<file path="config.mk">
export PLATFORM = sky130hd
export DESIGN_NAME = spi_slave_port_flat
export DESIGN_NICKNAME = d
export VERILOG_FILES = /design/src/rtl/spi_pkg.sv /design/src/rtl/spi_slave_port_if.sv /design/src/rtl/spi_pin_sync.sv /design/src/rtl/spi_slave_port.sv /design/src/flat_wrapper.sv
export SDC_FILE = /design/constraint.sdc
export NUM_CORES = 1
export LEC_CHECK = 0
export CAP_MARGIN = 20
export CORE_MARGIN = 4
export CORE_UTILIZATION = 55
export DETAILED_ROUTE_END_ITERATION = 16
export GPL_ROUTABILITY_DRIVEN = 0
export PLACE_DENSITY = 0.84
export SLEW_MARGIN = 20
export SYNTH_ARGS = -nofsm -noshare
export SYNTH_HDL_FRONTEND = slang
export SYNTH_SLANG_ARGS = --single-unit
export TNS_END_PERCENT = 20
</file>
<file path="constraint.sdc">
create_clock -name clk -period 3.24 [get_ports clk]
set_input_delay 0.486 -clock clk [delete_from_list [all_inputs] [get_ports clk]]
set_output_delay 0.486 -clock clk [all_outputs]
set_load 0.01 [all_outputs]
</file>
<file path="src/rtl/spi_pkg.sv">
// Shared definitions for the SPI responder: default word length, SPI mode
// encoding and the frame state machine states.
package spi_pkg;

  localparam int SPI_WIDTH_DEFAULT = 32;

  typedef struct packed {
    logic cpol;
    logic cpha;
  } spi_mode_t;

  localparam spi_mode_t SPI_MODE0 = '{cpol: 1'b0, cpha: 1'b0};

  typedef enum logic {
    IDLE   = 1'b0,
    ACTIVE = 1'b1
  } spi_state_e;

endpackage : spi_pkg

</file>
<file path="src/rtl/spi_slave_port_if.sv">
// Bundle of SPI pins plus the word-level core handshake for spi_slave_port.
// The slave modport is the responder's view; master is the host/core side.
interface spi_slave_port_if #(
  parameter int WIDTH = spi_pkg::SPI_WIDTH_DEFAULT
);
  logic             spi_sclk;
  logic             spi_csn;
  logic             spi_mosi;
  logic             spi_miso;
  logic             spi_miso_oe;
  logic [WIDTH-1:0] rx_data;
  logic             rx_valid;
  logic             rx_ack;
  logic [WIDTH-1:0] tx_data;
  logic             tx_load;
  logic             tx_ready;
  logic             overrun;
  logic             underrun;
  logic             status_clr;

  modport slave (
    input  spi_sclk, spi_csn, spi_mosi, rx_ack, tx_data, tx_load, status_clr,
    output spi_miso, spi_miso_oe, rx_data, rx_valid, tx_ready, overrun, underrun
  );

  modport master (
    output spi_sclk, spi_csn, spi_mosi, rx_ack, tx_data, tx_load, status_clr,
    input  spi_miso, spi_miso_oe, rx_data, rx_valid, tx_ready, overrun, underrun
  );

endinterface : spi_slave_port_if

</file>
<file path="src/rtl/spi_pin_sync.sv">
// Multi-flop synchroniser for one asynchronous SPI pin, with a history flop
// producing single-cycle rise/fall pulses in the clk domain.
module spi_pin_sync #(
  parameter int   SYNC_STAGES = 2,
  parameter logic IDLE_LEVEL  = 1'b0
) (
  input  logic clk,
  input  logic reset,
  input  logic i_pin,
  output logic o_level,
  output logic o_rise,
  output logic o_fall
);

  logic [SYNC_STAGES-1:0] r_sync;
  logic                   r_hist;
  logic [SYNC_STAGES:0]   r_fill;
  logic                   w_valid;

  // NOTE: state is updated with non-blocking assignments so every flop samples
  // the pre-edge value of its neighbour, which is what makes the chain a chain.
  always_ff @(posedge clk) begin
    if (reset) begin
      r_sync <= {SYNC_STAGES{IDLE_LEVEL}};
      r_hist <= IDLE_LEVEL;
      r_fill <= '0;
    end else begin
      r_sync <= {r_sync[SYNC_STAGES-2:0], i_pin};
      r_hist <= r_sync[SYNC_STAGES-1];
      r_fill <= {r_fill[SYNC_STAGES-1:0], 1'b1};
    end
  end

  // Edges are suppressed until the chain and history hold real pin samples,
  // so a pin that already sits away from its idle level at reset release
  // does not produce a phantom edge.
  assign w_valid = r_fill[SYNC_STAGES];
  assign o_level = r_sync[SYNC_STAGES-1];
  assign o_rise  = w_valid &&  o_level && !r_hist;
  assign o_fall  = w_valid && !o_level &&  r_hist;

endmodule : spi_pin_sync

</file>
<file path="src/rtl/spi_slave_port.sv">
// SPI mode-0 responder, fully oversampled in the clk domain. Presents a
// word-level RX register and a one-deep TX buffer to the core.
module spi_slave_port
  import spi_pkg::*;
#(
  parameter int WIDTH       = SPI_WIDTH_DEFAULT,
  parameter int SYNC_STAGES = 2
) (
  input  logic             clk,
  input  logic             reset,
  spi_slave_port_if.slave  bus
);

  localparam int CNT_W = $clog2(WIDTH);

  spi_state_e       r_state, w_state_next;
  logic [CNT_W-1:0] r_count;
  logic [WIDTH-2:0] r_rx_shift;
  logic [WIDTH-1:0] r_rx_data;
  logic             r_rx_valid;
  logic [WIDTH-1:0] r_tx_buf;
  logic             r_tx_ready;
  logic [WIDTH-1:0] r_tx_shift;
  logic             r_overrun;
  logic             r_underrun;

  logic w_sclk_rise, w_sclk_fall, w_sclk_level_unused;
  logic w_csn_rise, w_csn_fall, w_csn_level_unused;
  logic w_mosi, w_mosi_rise_unused, w_mosi_fall_unused;
  logic w_start, w_stop, w_bit_rise, w_bit_fall, w_word_done, w_reload;
  logic w_tx_accept, w_ur_set, w_or_set;

  spi_pin_sync #(.SYNC_STAGES(SYNC_STAGES), .IDLE_LEVEL(1'b0)) u_sync_sclk (
    .clk(clk), .reset(reset), .i_pin(bus.spi_sclk),
    .o_level(w_sclk_level_unused), .o_rise(w_sclk_rise), .o_fall(w_sclk_fall)
  );

  spi_pin_sync #(.SYNC_STAGES(SYNC_STAGES), .IDLE_LEVEL(1'b1)) u_sync_csn (
    .clk(clk), .reset(reset), .i_pin(bus.spi_csn),
    .o_level(w_csn_level_unused), .o_rise(w_csn_rise), .o_fall(w_csn_fall)
  );

  spi_pin_sync #(.SYNC_STAGES(SYNC_STAGES), .IDLE_LEVEL(1'b0)) u_sync_mosi (
    .clk(clk), .reset(reset), .i_pin(bus.spi_mosi),
    .o_level(w_mosi), .o_rise(w_mosi_rise_unused), .o_fall(w_mosi_fall_unused)
  );

  always_ff @(posedge clk) begin
    if (reset) r_state <= IDLE;
    else       r_state <= w_state_next;
  end

  // NOTE: every signal driven here gets a default first, so no path through
  // the block leaves a value unassigned and no latch is inferred.
  always_comb begin
    w_state_next = r_state;
    w_start      = 1'b0;
    w_stop       = 1'b0;
    case (r_state)
      IDLE: begin
        if (w_csn_fall) begin
          w_state_next = ACTIVE;
          w_start      = 1'b1;
        end
      end
      ACTIVE: begin
        if (w_csn_rise) begin
          w_state_next = IDLE;
          w_stop       = 1'b1;
        end
      end
      default: w_state_next = IDLE;
    endcase

    w_bit_rise  = (r_state == ACTIVE) && !w_stop && w_sclk_rise;
    w_bit_fall  = (r_state == ACTIVE) && !w_stop && w_sclk_fall && (r_count != '0);
    w_word_done = w_bit_rise && (r_count == CNT_W'(WIDTH - 1));
    w_reload    = w_start || w_word_done;
    w_tx_accept = bus.tx_load && r_tx_ready;
    w_ur_set    = w_reload && r_tx_ready;
    w_or_set    = w_word_done && r_rx_valid && !bus.rx_ack;
  end

  always_ff @(posedge clk) begin
    if (reset) begin
      r_count    <= '0;
      r_rx_shift <= '0;
      r_rx_data  <= '0;
      r_rx_valid <= 1'b0;
      r_tx_buf   <= '0;
      r_tx_ready <= 1'b1;
      r_tx_shift <= '0;
      r_overrun  <= 1'b0;
      r_underrun <= 1'b0;
    end else begin
      if (w_start || w_stop || w_word_done) r_count <= '0;
      else if (w_bit_rise)                  r_count <= r_count + 1'b1;

      if (w_bit_rise) r_rx_shift <= {r_rx_shift[WIDTH-3:0], w_mosi};

      // A completing word beats a same-cycle rx_ack: the new word stays valid.
      if (w_word_done) begin
        r_rx_data  <= {r_rx_shift, w_mosi};
        r_rx_valid <= 1'b1;
      end else if (bus.rx_ack) begin
        r_rx_valid <= 1'b0;
      end

      // Full buffer moves into the shifter; an empty one sends zeros and
      // leaves the buffer free to accept a same-cycle tx_load.
      if (w_reload) r_tx_shift <= r_tx_ready ? '0 : r_tx_buf;
      else if (w_bit_fall) r_tx_shift <= {r_tx_shift[WIDTH-2:0], 1'b0};

      if (w_tx_accept) r_tx_buf <= bus.tx_data;

      if (w_reload && !r_tx_ready) r_tx_ready <= 1'b1;
      else if (w_tx_accept)        r_tx_ready <= 1'b0;

      if (w_or_set)            r_overrun <= 1'b1;
      else if (bus.status_clr) r_overrun <= 1'b0;

      if (w_ur_set)            r_underrun <= 1'b1;
      else if (bus.status_clr) r_underrun <= 1'b0;
    end
  end

  assign bus.spi_miso    = (r_state == ACTIVE) && r_tx_shift[WIDTH-1];
  assign bus.spi_miso_oe = (r_state == ACTIVE);
  assign bus.rx_data     = r_rx_data;
  assign bus.rx_valid    = r_rx_valid;
  assign bus.tx_ready    = r_tx_ready;
  assign bus.overrun     = r_overrun;
  assign bus.underrun    = r_underrun;

endmodule : spi_slave_port

</file>
<file path="src/flat_wrapper.sv">
// flat-port wrapper written by rule: the top's interface ports become plain ports
module spi_slave_port_flat import spi_pkg::*;
#(
  parameter int WIDTH       = SPI_WIDTH_DEFAULT,
  parameter int SYNC_STAGES = 2
)
  (clk, reset, bus_spi_sclk, bus_spi_csn, bus_spi_mosi, bus_rx_ack, bus_tx_data, bus_tx_load, bus_status_clr, bus_spi_miso, bus_spi_miso_oe, bus_rx_data, bus_rx_valid, bus_tx_ready, bus_overrun, bus_underrun);
  spi_slave_port_if #(.WIDTH(WIDTH)) bus_i ();
  input  logic clk;
  input  logic reset;
  input wire logic [$bits(bus_i.spi_sclk)-1:0] bus_spi_sclk;
  input wire logic [$bits(bus_i.spi_csn)-1:0] bus_spi_csn;
  input wire logic [$bits(bus_i.spi_mosi)-1:0] bus_spi_mosi;
  input wire logic [$bits(bus_i.rx_ack)-1:0] bus_rx_ack;
  input wire logic [$bits(bus_i.tx_data)-1:0] bus_tx_data;
  input wire logic [$bits(bus_i.tx_load)-1:0] bus_tx_load;
  input wire logic [$bits(bus_i.status_clr)-1:0] bus_status_clr;
  output wire logic [$bits(bus_i.spi_miso)-1:0] bus_spi_miso;
  output wire logic [$bits(bus_i.spi_miso_oe)-1:0] bus_spi_miso_oe;
  output wire logic [$bits(bus_i.rx_data)-1:0] bus_rx_data;
  output wire logic [$bits(bus_i.rx_valid)-1:0] bus_rx_valid;
  output wire logic [$bits(bus_i.tx_ready)-1:0] bus_tx_ready;
  output wire logic [$bits(bus_i.overrun)-1:0] bus_overrun;
  output wire logic [$bits(bus_i.underrun)-1:0] bus_underrun;
  assign bus_i.spi_sclk = bus_spi_sclk;
  assign bus_i.spi_csn = bus_spi_csn;
  assign bus_i.spi_mosi = bus_spi_mosi;
  assign bus_i.rx_ack = bus_rx_ack;
  assign bus_i.tx_data = bus_tx_data;
  assign bus_i.tx_load = bus_tx_load;
  assign bus_i.status_clr = bus_status_clr;
  assign bus_spi_miso = bus_i.spi_miso;
  assign bus_spi_miso_oe = bus_i.spi_miso_oe;
  assign bus_rx_data = bus_i.rx_data;
  assign bus_rx_valid = bus_i.rx_valid;
  assign bus_tx_ready = bus_i.tx_ready;
  assign bus_overrun = bus_i.overrun;
  assign bus_underrun = bus_i.underrun;
  spi_slave_port #(.WIDTH(WIDTH), .SYNC_STAGES(SYNC_STAGES)) u_core (.clk(clk), .reset(reset), .bus(bus_i));
endmodule
</file>
==> qor.txt, run 1 <==
Worst path most repeated cell - ha_1
synth unique cells - 35
clock-pin slew on the worst setup and hold paths - 0.06 ns
Hold-fix buffers, CTS - 0
initial antenna violation count - 0
post-DP HPWL - 8270 µm
largest net degree at the start of global routing - 78
sequential cell area - 2960 µm²
post-CTS sizing - 0
number of iterations in the first detailed-routing pass - 5
FF+latch count, synth - 148
I/O pin total - 78
Worst Hold Class - reg -> reg
grt total ovfl - 0
fin crit share - 0.791
Root Driver - clkbuf_8
area of the multi-input gates - 2520 µm²
Slew HR - 0.300
die area - 12100 µm²
synthesized area per cell - 8.39 µm²
Post-Syn Area - 5740 µm²
main flop type after synthesis - dfxtp_1
leakage - 2.53 nW
CP required - 3.68 ns
max cap viols - 0
RSZ-0062 raised after global routing - false
GRT Total Usage - 0.228
startpoint class of the critical path - flop
DR iter-0 viols - 373
worst-margin pin slew - 1.05 ns
first-pass GRT wire length - 21800 µm
Ys Warns - 0
vias per cell - 5.54
worst skew pair latency - 0.52 ns
Hold Vio Cnt, Final - 0
slowest stage delay, CP - 0.62 ns
Setup Fix Bufs, Post-CTS - 0
Final Max Tran Viols - 0
Final TNS setup - 0 ns
Filler Cells Inserted - 759
Clock Path Buffers - 2
final wirelength - 13400 µm
H-tree depth - 4
hold path depth - 1
critical-path cell list - ha_1, and3_1, ha_1, and3b_1, and3_2, buf_4, o21ai_0, a21oi_1
CP top delay family - simple AND/OR/NAND/NOR gates
commonest non-fill, non-tap cell in the layout - nand2_1
CP Buf/Inv Count - 1
Die Wd - 110 µm
initial core utilization - 0.561
most frequent cells in the layout - 197 x nand2_1, 148 x dfxtp_1, 132 x a21oi_1
CTS tree - done
Routed Antenna Nets - 0
total vias in the final route - 4878
row cnt - 37
Worst Setup Slack, final - 0.678 ns
total power - 4.04 mW
syn_nets - 727
Cells after Synth - 684
Final Cell Area - 7150 µm²
final setup violation count - 0
WL/cell - 15.2 µm
Die Y - 110 µm
DP Area - 6540 µm²
TritonCTS Sinks - 148
pre-CTS setup slack - 0.784 ns
CTS Buf Count - 17
post-synthesis sequential area ratio - 0.516
Peak VDD IR - 424 µV
number of port buffers - 77
post-layout minimum cycle time - 2.56 ns
Worst Path Arrival - 3.01 ns
Area growth, synth to finish - 24.5%
Post-synth EDFFs - 0
core area - 10200 µm²
diodes inserted - 0
vias in the first global route - 4801
PD cells - 565 nW/µm²
Post-synth ARST share - 0
Fin Hold WS - 0.407 ns
# nets final - 776
reg2reg path depth - 8
Final Skew - 0.00390 ns
layout cells sized above 1 - 0.106
Worst Path Max Fanout - 33
status - finished, final reports clean
critical path depth - 8
Max Fclk - 390 MHz
residual DRC count - 0
Crit Path Class - reg -> reg
endpoint class of the critical path - flop
Slowest-stage cell, CP - and3_2
-- path summary, 6_finish.rpt --
check	from	endpoint	slack, ns
worst max-delay path	u_core.r_count[0]$_SDFFE_PP0P_	u_core.bus.underrun$_SDFFE_PP0P_	0.68
worst min-delay path	u_core.u_sync_csn.r_sync[0]$_SDFF_PP1_	u_core.u_sync_csn.r_sync[1]$_SDFF_PP1_	0.41
worst max register to register	u_core.r_count[0]$_SDFFE_PP0P_	u_core.bus.underrun$_SDFFE_PP0P_	0.68
worst min register to register	u_core.u_sync_csn.r_sync[0]$_SDFF_PP1_	u_core.u_sync_csn.r_sync[1]$_SDFF_PP1_	0.41
-- where the power goes --
part	total (mW)	switching, mW	internal, mW	leakage, nW
Sequential	1.88	0.0210	1.86	1.20
Clock	1.98	0.719	1.27	0.295
Combinational	0.176	0.0965	0.0798	1.03
Total	4.04	0.837	3.20	2.53
-- flip-flops by register name (all words and copies together), names as in the netlist --
name	count
u_core.bus.rx_data	32
u_core.bus.underrun	1
u_core.u_sync_sclk.r_sync	2
u_core.bus.tx_ready	1
u_core.r_tx_shift	32
u_core.u_sync_csn.r_fill	2
u_core.u_sync_csn.r_sync	2
u_core.u_sync_sclk.r_fill	1
u_core.r_count	5
u_core.u_sync_mosi.r_sync	2
u_core.bus.rx_valid	1
u_core.u_sync_sclk.r_hist	1
u_core.bus.spi_miso_oe	1
u_core.u_sync_csn.r_hist	1
u_core.bus.overrun	1
u_core.r_tx_buf	32
u_core.r_rx_shift	31
-- routing by layer --
layer	up-vias	GRT usage	routed length, µm
met5	-	0	0
met4	0	0.0897	311
met3	32	0.0711	632
met2	113	0.400	7220
met1	2326	0.259	5190
li1	2407	-	-
-- cells in the mapped netlist, drive strengths merged, types with 2 or more instances --
master | number | area (µm²)
xnor2 | 3 | 26.3
nor4b | 2 | 17.5
nand3 | 4 | 20.0
or2 | 3 | 18.8
a2111oi | 30 | 450
nor2 | 35 | 131
nand2b | 6 | 37.5
and3 | 2 | 12.5
a31oi | 2 | 18.8
o211ai | 2 | 15.0
inv | 5 | 18.8
nor3 | 31 | 160
and2 | 4 | 25.0
a21oi | 132 | 661
nand2 | 198 | 746
dfxtp | 148 | 2960
clkbuf | 34 | 128
buf | 22 | 134
nor4 | 2 | 12.5
nor2b | 8 | 50.1
ha | 3 | 37.5
-- metrics by stage --
stage,instances,utilization
after floorplan,684,-
after global placement,849,0.638
after detailed placement,850,0.639
after CTS,880,0.699
after global routing,880,0.699
final,880,0.699
-- area by class of cell --
type / count / share of cell area
Multi-Input combinational cell: 475 / 0.353
Clock buffer: 22 / 0.0676
Timing Repair Buffer: 86 / 0.121
Clock inverter: 8 / 0.0173
Inverter: 5 / 0.00263
Sequential cell: 148 / 0.414
Tap cell: 136 / 0.0238
-- logic make-up (layout without fill, tap and decap cells) --
logic type,Yosys count,count (layout),synth area share
adder cells (fa/ha/maj),3,3,0.00654
buffers and inverters,61,121,0.0488
AND/OR/NAND/NOR,300,300,0.221
flip-flops,148,148,0.516
AO/OA/AOI/OAI,169,169,0.203
XOR/XNOR,3,3,0.00458
Note: power is estimated with default switching activity, not from simulation.
==> run 2: changes to the inputs <==
- CORE_UTILIZATION: 55 -> 49
- PLACE_DENSITY: 0.84 -> 0.79
- clock period: 3.24 -> 2.1 ns (I/O delays scaled with it)
==> run 2 against run 1 <==
  * Sequential power increased by 54%
  * Largest cell class unchanged
  * Clock skew rose by 0.0045 ns
  * Maximum frequency rose by 24%
  * Largest power group unchanged
==> qor.txt, run 2 (synthesized netlist as in run 1, its figures left out) <==
Fin Hold WS - 0.372 ns
PD cells - 821 nW/µm²
# placed instances - 868
worst-margin pin slew - 0.563 ns
Worst Hold Class - in -> reg
Area growth, synth to finish - 30.2%
residual DRC count - 0
Clock Path Buffers - 2
number of iterations in the first detailed-routing pass - 5
diodes inserted - 0
Cell Count, Final, Fillers Out - 909
Hold Vio Cnt, Final - 0
clock-pin slew on the worst setup and hold paths - 0.06 ns
commonest non-fill, non-tap cell in the layout - nand2_1
hold path depth - 2
total vias in the final route - 5064
status - finished, final reports clean
WL/cell - 15.7 µm
Slew HR - 0.625
most frequent cells in the layout - 197 x nand2_1, 146 x dfxtp_1, 131 x a21oi_1
CTS tree - done
largest net degree at the start of global routing - 63
fin crit share - 0.987
RSZ-0062 raised after global routing - true
Root Driver - clkbuf_16
Worst Path Max Fanout - 9
Die Wd - 116 µm
layout cells sized above 1 - 0.140
Max Fclk - 483 MHz
Crit Path Class - reg -> reg
leakage - 2.66 nW
final setup violation count - 0
die area - 13500 µm²
reg-to-reg endpoint - u_core.r_tx_shift[5]$_SDFFE_PP0P_
sink of the worst hold path - u_core.bus.spi_miso_oe$_SDFF_PP0_
CP required - 2.42 ns
DR iter-0 viols - 482
initial core utilization - 0.501
Final Max Tran Viols - 0
final wirelength - 14300 µm
vias in the first global route - 4842
number of port buffers - 77
Hold-fix buffers, CTS - 0
row cnt - 39
first-pass GRT wire length - 22200 µm
I/O pin total - 78
core area - 11500 µm²
grt total ovfl - 0
max cap viols - 0
worst skew pair latency - 0.43 ns
Die Y - 116 µm
Worst Setup Slack, final - 0.0278 ns
TritonCTS Sinks - 148
reg2reg path depth - 9
GRT Total Usage - 0.207
total power - 6.14 mW
CTS Buf Count - 17
Final Skew - 0.00842 ns
hold wc startpoint - reset
Worst R2R Setup Slack - 0.03 ns
post-layout minimum cycle time - 2.07 ns
endpoint class of the critical path - flop
H-tree depth - 4
Routed Antenna Nets - 0
post-DP HPWL - 8470 µm
vias per cell - 5.57
initial antenna violation count - 0
pre-CTS setup slack - -0.0266 ns
Worst Path Arrival - 2.39 ns
R2R Path Start - u_core.r_count[0]$_SDFFE_PP0P_
# nets final - 796
startpoint class of the critical path - flop
Peak VDD IR - 845 µV
-- run 2: cell types whose count changed in the layout (fill, tap and decap cells not counted), moves of 2 or more --
cell,delta
bufinv_16,-2
clkbuf_16,+5
and3_4,+2
buf_4,+12
buf_12,+4
clkbuf_8,-2
dfxtp_1,-2
clkinvlp_4,+3
-- run 2: per-stage QoR --
step	util	TNS, ns	instance area [µm²]
final	0.652	0	7470
after global routing	0.652	-0.389	7470
after CTS	0.637	0	7310
after detailed placement	0.581	-0.0397	6660
after global placement	0.581	0	6660
after floorplan	-	0	5740
-- run 2: worst max-delay path by stage --
| stage | from | to | slack [ns] | depth (start not counted) |
|---|---|---|---|---|
| 3_5_place_dp | u_core.r_count[0]$_SDFFE_PP0P_ | u_core.r_tx_shift[6]$_SDFFE_PP0P_ | -0.03 | 8 |
| 2_1_floorplan | u_core.r_count[0]$_SDFFE_PP0P_ | u_core.r_tx_shift[10]$_SDFFE_PP0P_ | 0.005 | 8 |
| 5_1_grt | u_core.r_count[0]$_SDFFE_PP0P_ | u_core.r_tx_shift[5]$_SDFFE_PP0P_ | -0.05 | 9 |
| 3_3_place_gp | u_core.r_count[0]$_SDFFE_PP0P_ | u_core.r_tx_shift[30]$_SDFFE_PP0P_ | 0.10 | 8 |
| 6_report | u_core.r_count[0]$_SDFFE_PP0P_ | u_core.r_tx_shift[5]$_SDFFE_PP0P_ | 0.03 | 9 |
| 4_1_cts | u_core.r_count[0]$_SDFFE_PP0P_ | u_core.r_tx_shift[3]$_SDFFE_PP0P_ | 0.003 | 9 |
-- run 2: timing repair --
action / CTS / global route
endpoints found under the setup margin: 18 / 34
resized for setup: 5 / 10
setup buffers: 1 / 4
pin swaps: 6 / 14
cloned: 1 / 4
endpoints found under the hold margin: 0 / 0
-- run 2: where the power goes --
part / internal [mW] / total [mW] / switching (mW)
Combinational: 0.138 / 0.294 / 0.156
Sequential: 2.86 / 2.90 / 0.0352
Clock: 1.76 / 2.95 / 1.19
Total: 4.76 / 6.14 / 1.38
-- run 2: layout make-up --
type / count / area [µm²]
clock buffer: 22 / 484
fill: 885 / 3990
tap: 143 / 179
sequential: 148 / 2970
multi-input combinational: 475 / 2570
inverter: 5 / 18.8
clock inverter: 10 / 98.8
timing repair buffer: 106 / 1150
-- run 2: layer usage --
metal,up-vias,share of wire,global-route usage
met5,-,0,0
met4,0,0.029,0.0998
met3,37,0.054,0.0461
met2,183,0.51,0.360
met1,2389,0.41,0.241
li1,2455,-,-
-- run 2: critical path, cell delays in order (launching register included) --
cell and delay, ns:
dfxtp_4 0.36, ha_4 0.16, and3_4 0.17, ha_1 0.19, and3b_2 0.23, a31oi_4 0.20, buf_12 0.15, buf_12 0.13
a21oi_1 0.05, a2111oi_2 0.32
==> run 3: changes to the inputs <==
- CAP_MARGIN: 20 -> unset
==> results of run 3 <==
No change in the layout: final DEF, timing and power equal those of run 2.
